$ cat config.mk
export PLATFORM = sky130hd
export DESIGN_NAME = sram_port_arbiter_flat
export DESIGN_NICKNAME = d
export VERILOG_FILES = /design/src/rtl/sram_port_arbiter_if.sv /design/src/rtl/sram_port_arbiter.sv /design/src/flat_wrapper.sv
export SDC_FILE = /design/constraint.sdc
export NUM_CORES = 1
export LEC_CHECK = 0
export CAP_MARGIN = 15
export CORE_UTILIZATION = 25
export CTS_CLUSTER_DIAMETER = 200
export CTS_CLUSTER_SIZE = 12
export DETAILED_ROUTE_END_ITERATION = 7
export PLACE_DENSITY_LB_ADDON = 0.3
export SYNTH_ARGS = -nofsm -noshare
export SYNTH_HDL_FRONTEND = slang
export SYNTH_SLANG_ARGS = --single-unit
$ cat constraint.sdc
create_clock -name clk -period 3.12 [get_ports clk]
set_input_delay 0.468 -clock clk [delete_from_list [all_inputs] [get_ports clk]]
set_output_delay 0.468 -clock clk [all_outputs]
set_load 0.03 [all_outputs]
$ cat src/rtl/sram_port_arbiter_if.sv
// SRAM-like bus port shared by fetch and data: request/payload out, addr_ok/data_ok/rdata back.
interface sram_port_arbiter_if;
   logic        req;
   logic [3:0]  wen;
   logic [31:0] addr;
   logic [31:0] wdata;
   logic        addr_ok;
   logic        data_ok;
   logic [31:0] rdata;

   modport master (
      output req, wen, addr, wdata,
      input  addr_ok, data_ok, rdata
   );

   modport slave (
      input  req, wen, addr, wdata,
      output addr_ok, data_ok, rdata
   );
endinterface

$ cat src/rtl/sram_port_arbiter.sv
// Arbitrates the single SRAM bus port between instruction fetch and MEM-stage data accesses,
// one transaction at a time, data first, with a stall request while an access is outstanding.
module sram_port_arbiter (
   input  logic                       clk,
   input  logic                       rst,
   input  logic                       inst_req,
   input  logic [31:0]                inst_addr,
   output logic [31:0]                inst_rdata,
   output logic                       inst_done,
   input  logic                       data_req,
   input  logic [3:0]                 data_wen,
   input  logic [31:0]                data_addr,
   input  logic [31:0]                data_wdata,
   output logic [31:0]                data_rdata,
   output logic                       data_done,
   output logic                       stallreq,
   sram_port_arbiter_if.master        mem
);

   typedef enum logic [1:0] {IDLE, ADDR, DATA, RESP} state_t;
   typedef enum logic {OWN_INST, OWN_DATA} owner_t;

   state_t      state_q, state_d;
   owner_t      owner_q;
   logic        grant, capture;
   logic [3:0]  wen_q;
   logic [31:0] addr_q, wdata_q;

   assign mem.wen   = wen_q;
   assign mem.addr  = addr_q;
   assign mem.wdata = wdata_q;

   // NOTE: every output of this block gets a default first, so no path can infer a latch.
   always_comb begin
      state_d   = state_q;
      grant     = 1'b0;
      capture   = 1'b0;
      mem.req   = 1'b0;
      stallreq  = 1'b0;
      inst_done = 1'b0;
      data_done = 1'b0;
      case (state_q)
         IDLE: begin
            if (inst_req || data_req) begin
               grant    = 1'b1;
               stallreq = 1'b1;
               state_d  = ADDR;
            end
         end
         ADDR: begin
            mem.req  = 1'b1;
            stallreq = 1'b1;
            if (mem.addr_ok) state_d = DATA;
         end
         DATA: begin
            stallreq = 1'b1;
            if (mem.data_ok) begin
               capture = 1'b1;
               state_d = RESP;
            end
         end
         RESP: begin
            // Always back to IDLE: a still-held request is only seen as new there.
            inst_done = (owner_q == OWN_INST);
            data_done = (owner_q == OWN_DATA);
            state_d   = IDLE;
         end
         default: state_d = IDLE;
      endcase
   end

   // NOTE: sequential state uses non-blocking assignments so all registers update together.
   always_ff @(posedge clk) begin
      if (rst) begin
         state_q    <= IDLE;
         owner_q    <= OWN_INST;
         wen_q      <= 4'b0;
         addr_q     <= 32'b0;
         wdata_q    <= 32'b0;
         inst_rdata <= 32'b0;
         data_rdata <= 32'b0;
      end else begin
         state_q <= state_d;
         if (grant) begin
            if (data_req) begin
               owner_q <= OWN_DATA;
               wen_q   <= data_wen;
               addr_q  <= data_addr;
               wdata_q <= data_wdata;
            end else begin
               owner_q <= OWN_INST;
               wen_q   <= 4'b0;
               addr_q  <= inst_addr;
               wdata_q <= 32'b0;
            end
         end
         if (capture) begin
            if (owner_q == OWN_INST) inst_rdata <= mem.rdata;
            else if (wen_q == 4'b0)  data_rdata <= mem.rdata;
         end
      end
   end

endmodule

$ cat src/flat_wrapper.sv
// flat-port wrapper written by rule: the top's interface ports become plain ports
module sram_port_arbiter_flat 
  (clk, rst, inst_req, inst_addr, inst_rdata, inst_done, data_req, data_wen, data_addr, data_wdata, data_rdata, data_done, stallreq, mem_req, mem_wen, mem_addr, mem_wdata, mem_addr_ok, mem_data_ok, mem_rdata);
  sram_port_arbiter_if mem_i ();
  input  logic clk;
  input  logic rst;
  input  logic inst_req;
  input  logic [31:0] inst_addr;
  output logic [31:0] inst_rdata;
  output logic inst_done;
  input  logic data_req;
  input  logic [3:0] data_wen;
  input  logic [31:0] data_addr;
  input  logic [31:0] data_wdata;
  output logic [31:0] data_rdata;
  output logic data_done;
  output logic stallreq;
  output wire logic [$bits(mem_i.req)-1:0] mem_req;
  output wire logic [$bits(mem_i.wen)-1:0] mem_wen;
  output wire logic [$bits(mem_i.addr)-1:0] mem_addr;
  output wire logic [$bits(mem_i.wdata)-1:0] mem_wdata;
  input wire logic [$bits(mem_i.addr_ok)-1:0] mem_addr_ok;
  input wire logic [$bits(mem_i.data_ok)-1:0] mem_data_ok;
  input wire logic [$bits(mem_i.rdata)-1:0] mem_rdata;
  assign mem_req = mem_i.req;
  assign mem_wen = mem_i.wen;
  assign mem_addr = mem_i.addr;
  assign mem_wdata = mem_i.wdata;
  assign mem_i.addr_ok = mem_addr_ok;
  assign mem_i.data_ok = mem_data_ok;
  assign mem_i.rdata = mem_rdata;
  sram_port_arbiter u_core (.clk(clk), .rst(rst), .inst_req(inst_req), .inst_addr(inst_addr), .inst_rdata(inst_rdata), .inst_done(inst_done), .data_req(data_req), .data_wen(data_wen), .data_addr(data_addr), .data_wdata(data_wdata), .data_rdata(data_rdata), .data_done(data_done), .stallreq(stallreq), .mem(mem_i));
endmodule
# Word-level counts from Yosys, hierarchy flattened
# Cells that the tools add are included.
dict set report classes {
  eq_ne 6
  muxes 16
  bitwise 1
  n_reduce_logical 7
}
# operator n
set op_table {}
lappend op_table {{2-to-1 mux 32 bit} 2}
lappend op_table {{2-to-1 mux 1 bit} 8}
lappend op_table {{one-hot mux 2 bit (4 select lines)} 1}
lappend op_table {{2-to-1 mux 2 bit} 3}
lappend op_table {{AND reduction 3 bit} 2}
lappend op_table {{== test 2 bit, second input constant} 2}
lappend op_table {{zero test 4 bit} 1}
lappend op_table {{2-to-1 mux 4 bit} 1}
lappend op_table {{inequality test 2 bit, second input constant} 2}
lappend op_table {{== test 2 x 1 -> 1 bit, second input constant} 1}
lappend op_table {{zero test 2 bit} 1}
lappend op_table {{inequality test 2 x 1 -> 1 bit, second input constant} 1}
lappend op_table {{one-hot mux 1 bit (2 select lines)} 1}
lappend op_table {{AND reduction 2 bit} 1}
lappend op_table {{OR reduction 2 bit} 1}
lappend op_table {{logical OR 1 bit} 1}
lappend op_table {{inverter 1 bit} 1}
dict set report totals {
  ff_bits 135
  in_bits 138
  output_inout_bits 136
  wordCells 37
}

# Depth between registers and ports, before layout
dict set report logic_depth {
  ltp_word 3
  mapped_depth 7
  mapped_depth_nobuf 5
}

# Worst setup path after synthesis
# OpenSTA, ideal clock, no wires.
dict set report synth_timing {
  kind {input-to-output}
  from {input port data_req}
  to {output port stallreq}
  arrival_ps 1667
  t_required_ps 2652
  setup_slack_ps 985
  path_stages 6
  cell_sequence {buf_2 o21a_1 buf_2 buf_1 nor2_1 nor2_1}
}
dict set report synth_via {
  elab_chain_cells 3
}
# item line
set synth_rtl {}
lappend synth_rtl {{start, declared} flat_wrapper.sv:11} ;# input logic data_req;
lappend synth_rtl {{logical OR 1 bit} sram_port_arbiter.sv:44} ;# if (inst_req || data_req) begin
lappend synth_rtl {{2-to-1 mux 1 bit} sram_port_arbiter.sv:44}
lappend synth_rtl {{one-hot mux 1 bit (2 select lines)} sram_port_arbiter.sv:42} ;# case (state_q)
lappend synth_rtl {{end, declared} flat_wrapper.sv:17} ;# output logic stallreq;
# Every way passes these cells.

# Worst setup path in the final report
dict set report layout_timing {
  from {register u_core.state_q[1]}
  to {output port inst_done}
}
dict set report layout_via {
  elab_chain_cells 2
}
# item line
set layout_rtl {}
lappend layout_rtl {{start, declared} sram_port_arbiter.sv:23} ;# state_t state_q, state_d;
lappend layout_rtl {{start signal, assigned} sram_port_arbiter.sv:83} ;# state_q <= state_d;
lappend layout_rtl {{== test 2 bit} sram_port_arbiter.sv:42}
lappend layout_rtl {{2-to-1 mux 1 bit} sram_port_arbiter.sv:42}
lappend layout_rtl {{end, declared} flat_wrapper.sv:10} ;# output logic inst_done;
# Every way passes these cells.

==> summary.md <==
| Metric | Value |
|---|---|
| Yosys synthesis warning count | 0 |
| Final hold viol count | 0 |
| DP Cell Count | 1,119 |
| Tot GR Track Use | 0.1426 |
| Area of the die | 22,450 sq um |
| Number of nets in the synthesized netlist | 755 |
| Dominant cells by area after synthesis | sky130_fd_sc_hd__dfxtp_1, sky130_fd_sc_hd__mux2i_1, sky130_fd_sc_hd__nand2b_1 |
| Total power divided by cell area | 738.2 nW/um^2 |
| Period minus WS final | 2.317 ns |
| Cell count after synthesis | 612 |
| Comb pwr share | 0.380 |
| Syn Std Cell Area | 5463 sq um |
| Post-synthesis average cell area | 8.926 sq um |
| Number of gates resized after cts | 0 |
| Height of the chip | 149.8 microns |
| Final non-filler cell area | 8965 sq um |
| Total number of vias | 5,019 |
| Cell at the root of the clock tree | sky130_fd_sc_hd__clkbuf_16 |
| Fraction of post-synthesis cell area in the top cell type by area | 0.4947 |
| Switching power total | 2.454 mW |
| Overall power after layout | 6.618 mW |
| Antenna violations before repair | 0 |
| Max-slew headroom at the worst pin | 0.5479 |
| Static leakage power | 3.209 nW |
| Post-Route Setup TNS | 0 ns |
| Global placer's final weighted congestion | 0.7229 |
| First-pass DRT Iterations | 4 |
| Setup Fix Bufs, Post-CTS | 0 |
| Highest-delay cell along the critical path | sky130_fd_sc_hd__clkdlybuf4s50_1 |
| Wirelength per Cell | 14.10 microns |
| Max VDD drop | 0.3531 mV |
| Number of buffers added to fix hold violations after cts | 0 |
| Number of max-cap violations | 0 |
| Detailed-route wire length | 16,230 microns |
| Cell-internal power | 4.164 mW |
| CTS H-tree lvls | 4 |
| Total of buffers placed on input and output ports | 273 |
| Detailed-route DRC error count | 0 |
| Outcome | completed |
| Fin nets | 1,006 |
| Worst path max stage delay | 0.70 ns |
| Setup crit start kind | register |
| Cells along the critical path | ha_1 > and2b_2 > clkdlybuf4s50_1 |
| Crit path kind | register to output pin |
| Detail Route Antenna Nets | 0 |
| Die width | 149.8 microns |
| Netlist cell types | 23 |
| Number of diodes | 0 |
| Clock-pin slew of the registers on the worst-case setup and hold paths | 0.06 ns |
| Arr. time, crit path | 1.85 ns |
| Iteration-0 DRC Markers | 132 |
| Maximum number of pins on one net before global-route repair | 83 |
| Setup-failing EPs final | 0 |
| Fraction of layout instances using a drive strength above 1 | 0.05708 |
| Clock network latency to the later pin of the worst-skew pair | 0.41 ns |
| Wire length of the first global-routing pass | 24,960 microns |
| Row count | 53 |
| Detailed placement HPWL | 11,080 microns |
| Clock share of power | 0.291 |
| Clock tree from TritonCTS | done |
| Overall overflow remaining after global route | 0 |
| Total of flip-flops plus latches after synthesis | 135 |
| Register share of total power | 0.329 |
| Clk_skew | 0.007585 ns |
| Final Slew Violations | 0 |
| Core Box Area | 21,220 sq um |
| Initial core utilization | 0.2574 |
| Num Clock Sinks | 135 |
| Worst min-delay path category | register to register |
| Number of global-route vias before repair | 4,724 |
| Minimum hold slack | 0.4500 ns |
| Data required time of the worst path | 2.65 ns |
| Number of vias per cell | 4.361 |
| Switching part of the total | 0.3708 |
| Synth-to-layout area growth | 64.11% |
| Unrepaired setup endpoints after global routing | false |
| Type of element capturing the critical path | output pin |
| Actual transition at the worst max-transition pin | 0.6782 ns |
| Cell accounting for the most synthesized area | sky130_fd_sc_hd__dfxtp_1 |
| Fin cells | 1,151 |
| Maximum clock insertion buffer count | 2 |
| Area post-placement | 8399 sq um |
| Post-route clock period utilization | 0.7425 |
| Portion of the post-synthesis area used by sequential elements | 0.4947 |
| Largest fanout on the critical path | 5 |
| CTS Buf Count | 17 |
| Number of top-level pins | 274 |
| Timing-limited maximum frequency | 431.7 MHz |
==> per-stage QoR <==
stage | util | setup WS [ns]
3_3_place_gp | 0.3958 | 1.056
5_1_grt | 0.4225 | 0.7111
4_1_cts | 0.4225 | 0.7710
2_1_floorplan | - | 0.9853
6_report | 0.4225 | 0.8033
3_5_place_dp | 0.3958 | 0.9684
==> path summary, 6_finish.rpt <==
path	startpoint	endpoint	slack [ns]	cells after the start
max	u_core.state_q[1]$_SDFFE_PP0P_	inst_done	0.80	3
min reg2reg	u_core.mem.wdata[10]$_SDFFE_PP0P_	u_core.mem.wdata[10]$_SDFFE_PP0P_	0.45	2
max reg2reg	u_core.owner_q$_SDFFE_PP0P_	u_core.data_rdata[25]$_SDFFE_PP0P_	1.23	4
min	u_core.mem.wdata[10]$_SDFFE_PP0P_	u_core.mem.wdata[10]$_SDFFE_PP0P_	0.45	2
==> registers in the layout, indices dropped and copies added, names as in the netlist <==
| register | flops |
|---|---|
| u_core.state_q | 2 |
| u_core.mem.wdata | 32 |
| u_core.owner_q | 1 |
| u_core.inst_rdata | 32 |
| u_core.data_rdata | 32 |
| u_core.mem.wen | 4 |
| u_core.mem.addr | 32 |
==> placed cells by master, fill, tap and decap left out, types with 5 or more instances in the layout <==
cell and instances:
sky130_fd_sc_hd__nand2b_1 68, sky130_fd_sc_hd__nand3_1 36, sky130_fd_sc_hd__dfxtp_1 135, sky130_fd_sc_hd__nor2_1 35
sky130_fd_sc_hd__nand2_1 103, sky130_fd_sc_hd__a21oi_1 70, sky130_fd_sc_hd__mux2i_1 65, sky130_fd_sc_hd__clkbuf_16 17
sky130_fd_sc_hd__ha_1 5, sky130_fd_sc_hd__a211oi_1 32, sky130_fd_sc_hd__buf_4 9, sky130_fd_sc_hd__clkdlybuf4s50_1 270
==> synth_stat cells <==
| master | n |
|---|---|
| sky130_fd_sc_hd__buf_8 | 3 |
| sky130_fd_sc_hd__o21ai_1 | 1 |
| sky130_fd_sc_hd__and3b_2 | 1 |
| sky130_fd_sc_hd__nand3b_1 | 1 |
| sky130_fd_sc_hd__nand3_1 | 36 |
| sky130_fd_sc_hd__a211oi_1 | 32 |
| sky130_fd_sc_hd__o21a_1 | 2 |
| sky130_fd_sc_hd__and2_2 | 1 |
| sky130_fd_sc_hd__buf_1 | 5 |
| sky130_fd_sc_hd__nor2_1 | 35 |
| sky130_fd_sc_hd__o311a_1 | 1 |
| sky130_fd_sc_hd__inv_1 | 3 |
| sky130_fd_sc_hd__nand2b_1 | 68 |
| sky130_fd_sc_hd__clkbuf_1 | 37 |
| sky130_fd_sc_hd__nand2_1 | 103 |
| sky130_fd_sc_hd__and2b_2 | 1 |
| sky130_fd_sc_hd__a21oi_1 | 70 |
| sky130_fd_sc_hd__mux2i_1 | 65 |
| sky130_fd_sc_hd__ha_1 | 5 |
| sky130_fd_sc_hd__dfxtp_1 | 135 |
| sky130_fd_sc_hd__nor3_4 | 1 |
| sky130_fd_sc_hd__buf_2 | 5 |
| sky130_fd_sc_hd__or4b_4 | 1 |
==> worst max-delay path: cells and delay by family, from the launching register on <==
family,cells,cell delay [ns]
buf+inv,1,0.70
flops,1,0.41
fa+ha+maj,1,0.20
simple gates,1,0.14
==> power groups by stage <==
stage / Clock (mW) / Combinational (mW) / Sequential (mW)
6_report: 1.93 / 2.51 / 2.18
5_1_grt: 2.08 / 2.71 / 2.22
4_1_cts: 1.99 / 2.54 / 2.18
3_5_place_dp: 0 / 2.54 / 2.22
3_3_place_gp: 0 / 2.53 / 2.21
2_1_floorplan: 0 / 0.942 / 2.75
==> cell families (layout without fill, tap and decap cells) <==
| kind of cell | count (synthesis) | after routing | share of synthesized area |
|---|---|---|---|
| AOI/OAI and AO/OA | 106 | 106 | 0.1136 |
| DFF | 135 | 135 | 0.4947 |
| muxes | 65 | 65 | 0.1191 |
| adders and majority gates | 5 | 5 | 0.01145 |
| buffers and inverters | 53 | 317 | 0.04375 |
| and+or+nand+nor | 248 | 248 | 0.2174 |
==> cell type report <==
type	instances	area, sq um
Tap cell	275	344.1
Timing Repair Buffer	282	2815
Sequential cell	135	2703
Fill cell	2200	12260
Inverter	3	11.26
Multi-Input combinational cell	424	2526
Clock inverter	13	122.6
Clock buffer	19	442.9
==> routing by layer <==
metal | wire, microns | track usage | part of all wire
met5 | 0 | 0 | 0
met4 | 139 | 0.03586 | 0.0086
met3 | 1472 | 0.06037 | 0.091
met2 | 7420 | 0.2285 | 0.46
met1 | 7193 | 0.1750 | 0.44
(Power assumes the default switching activity.)
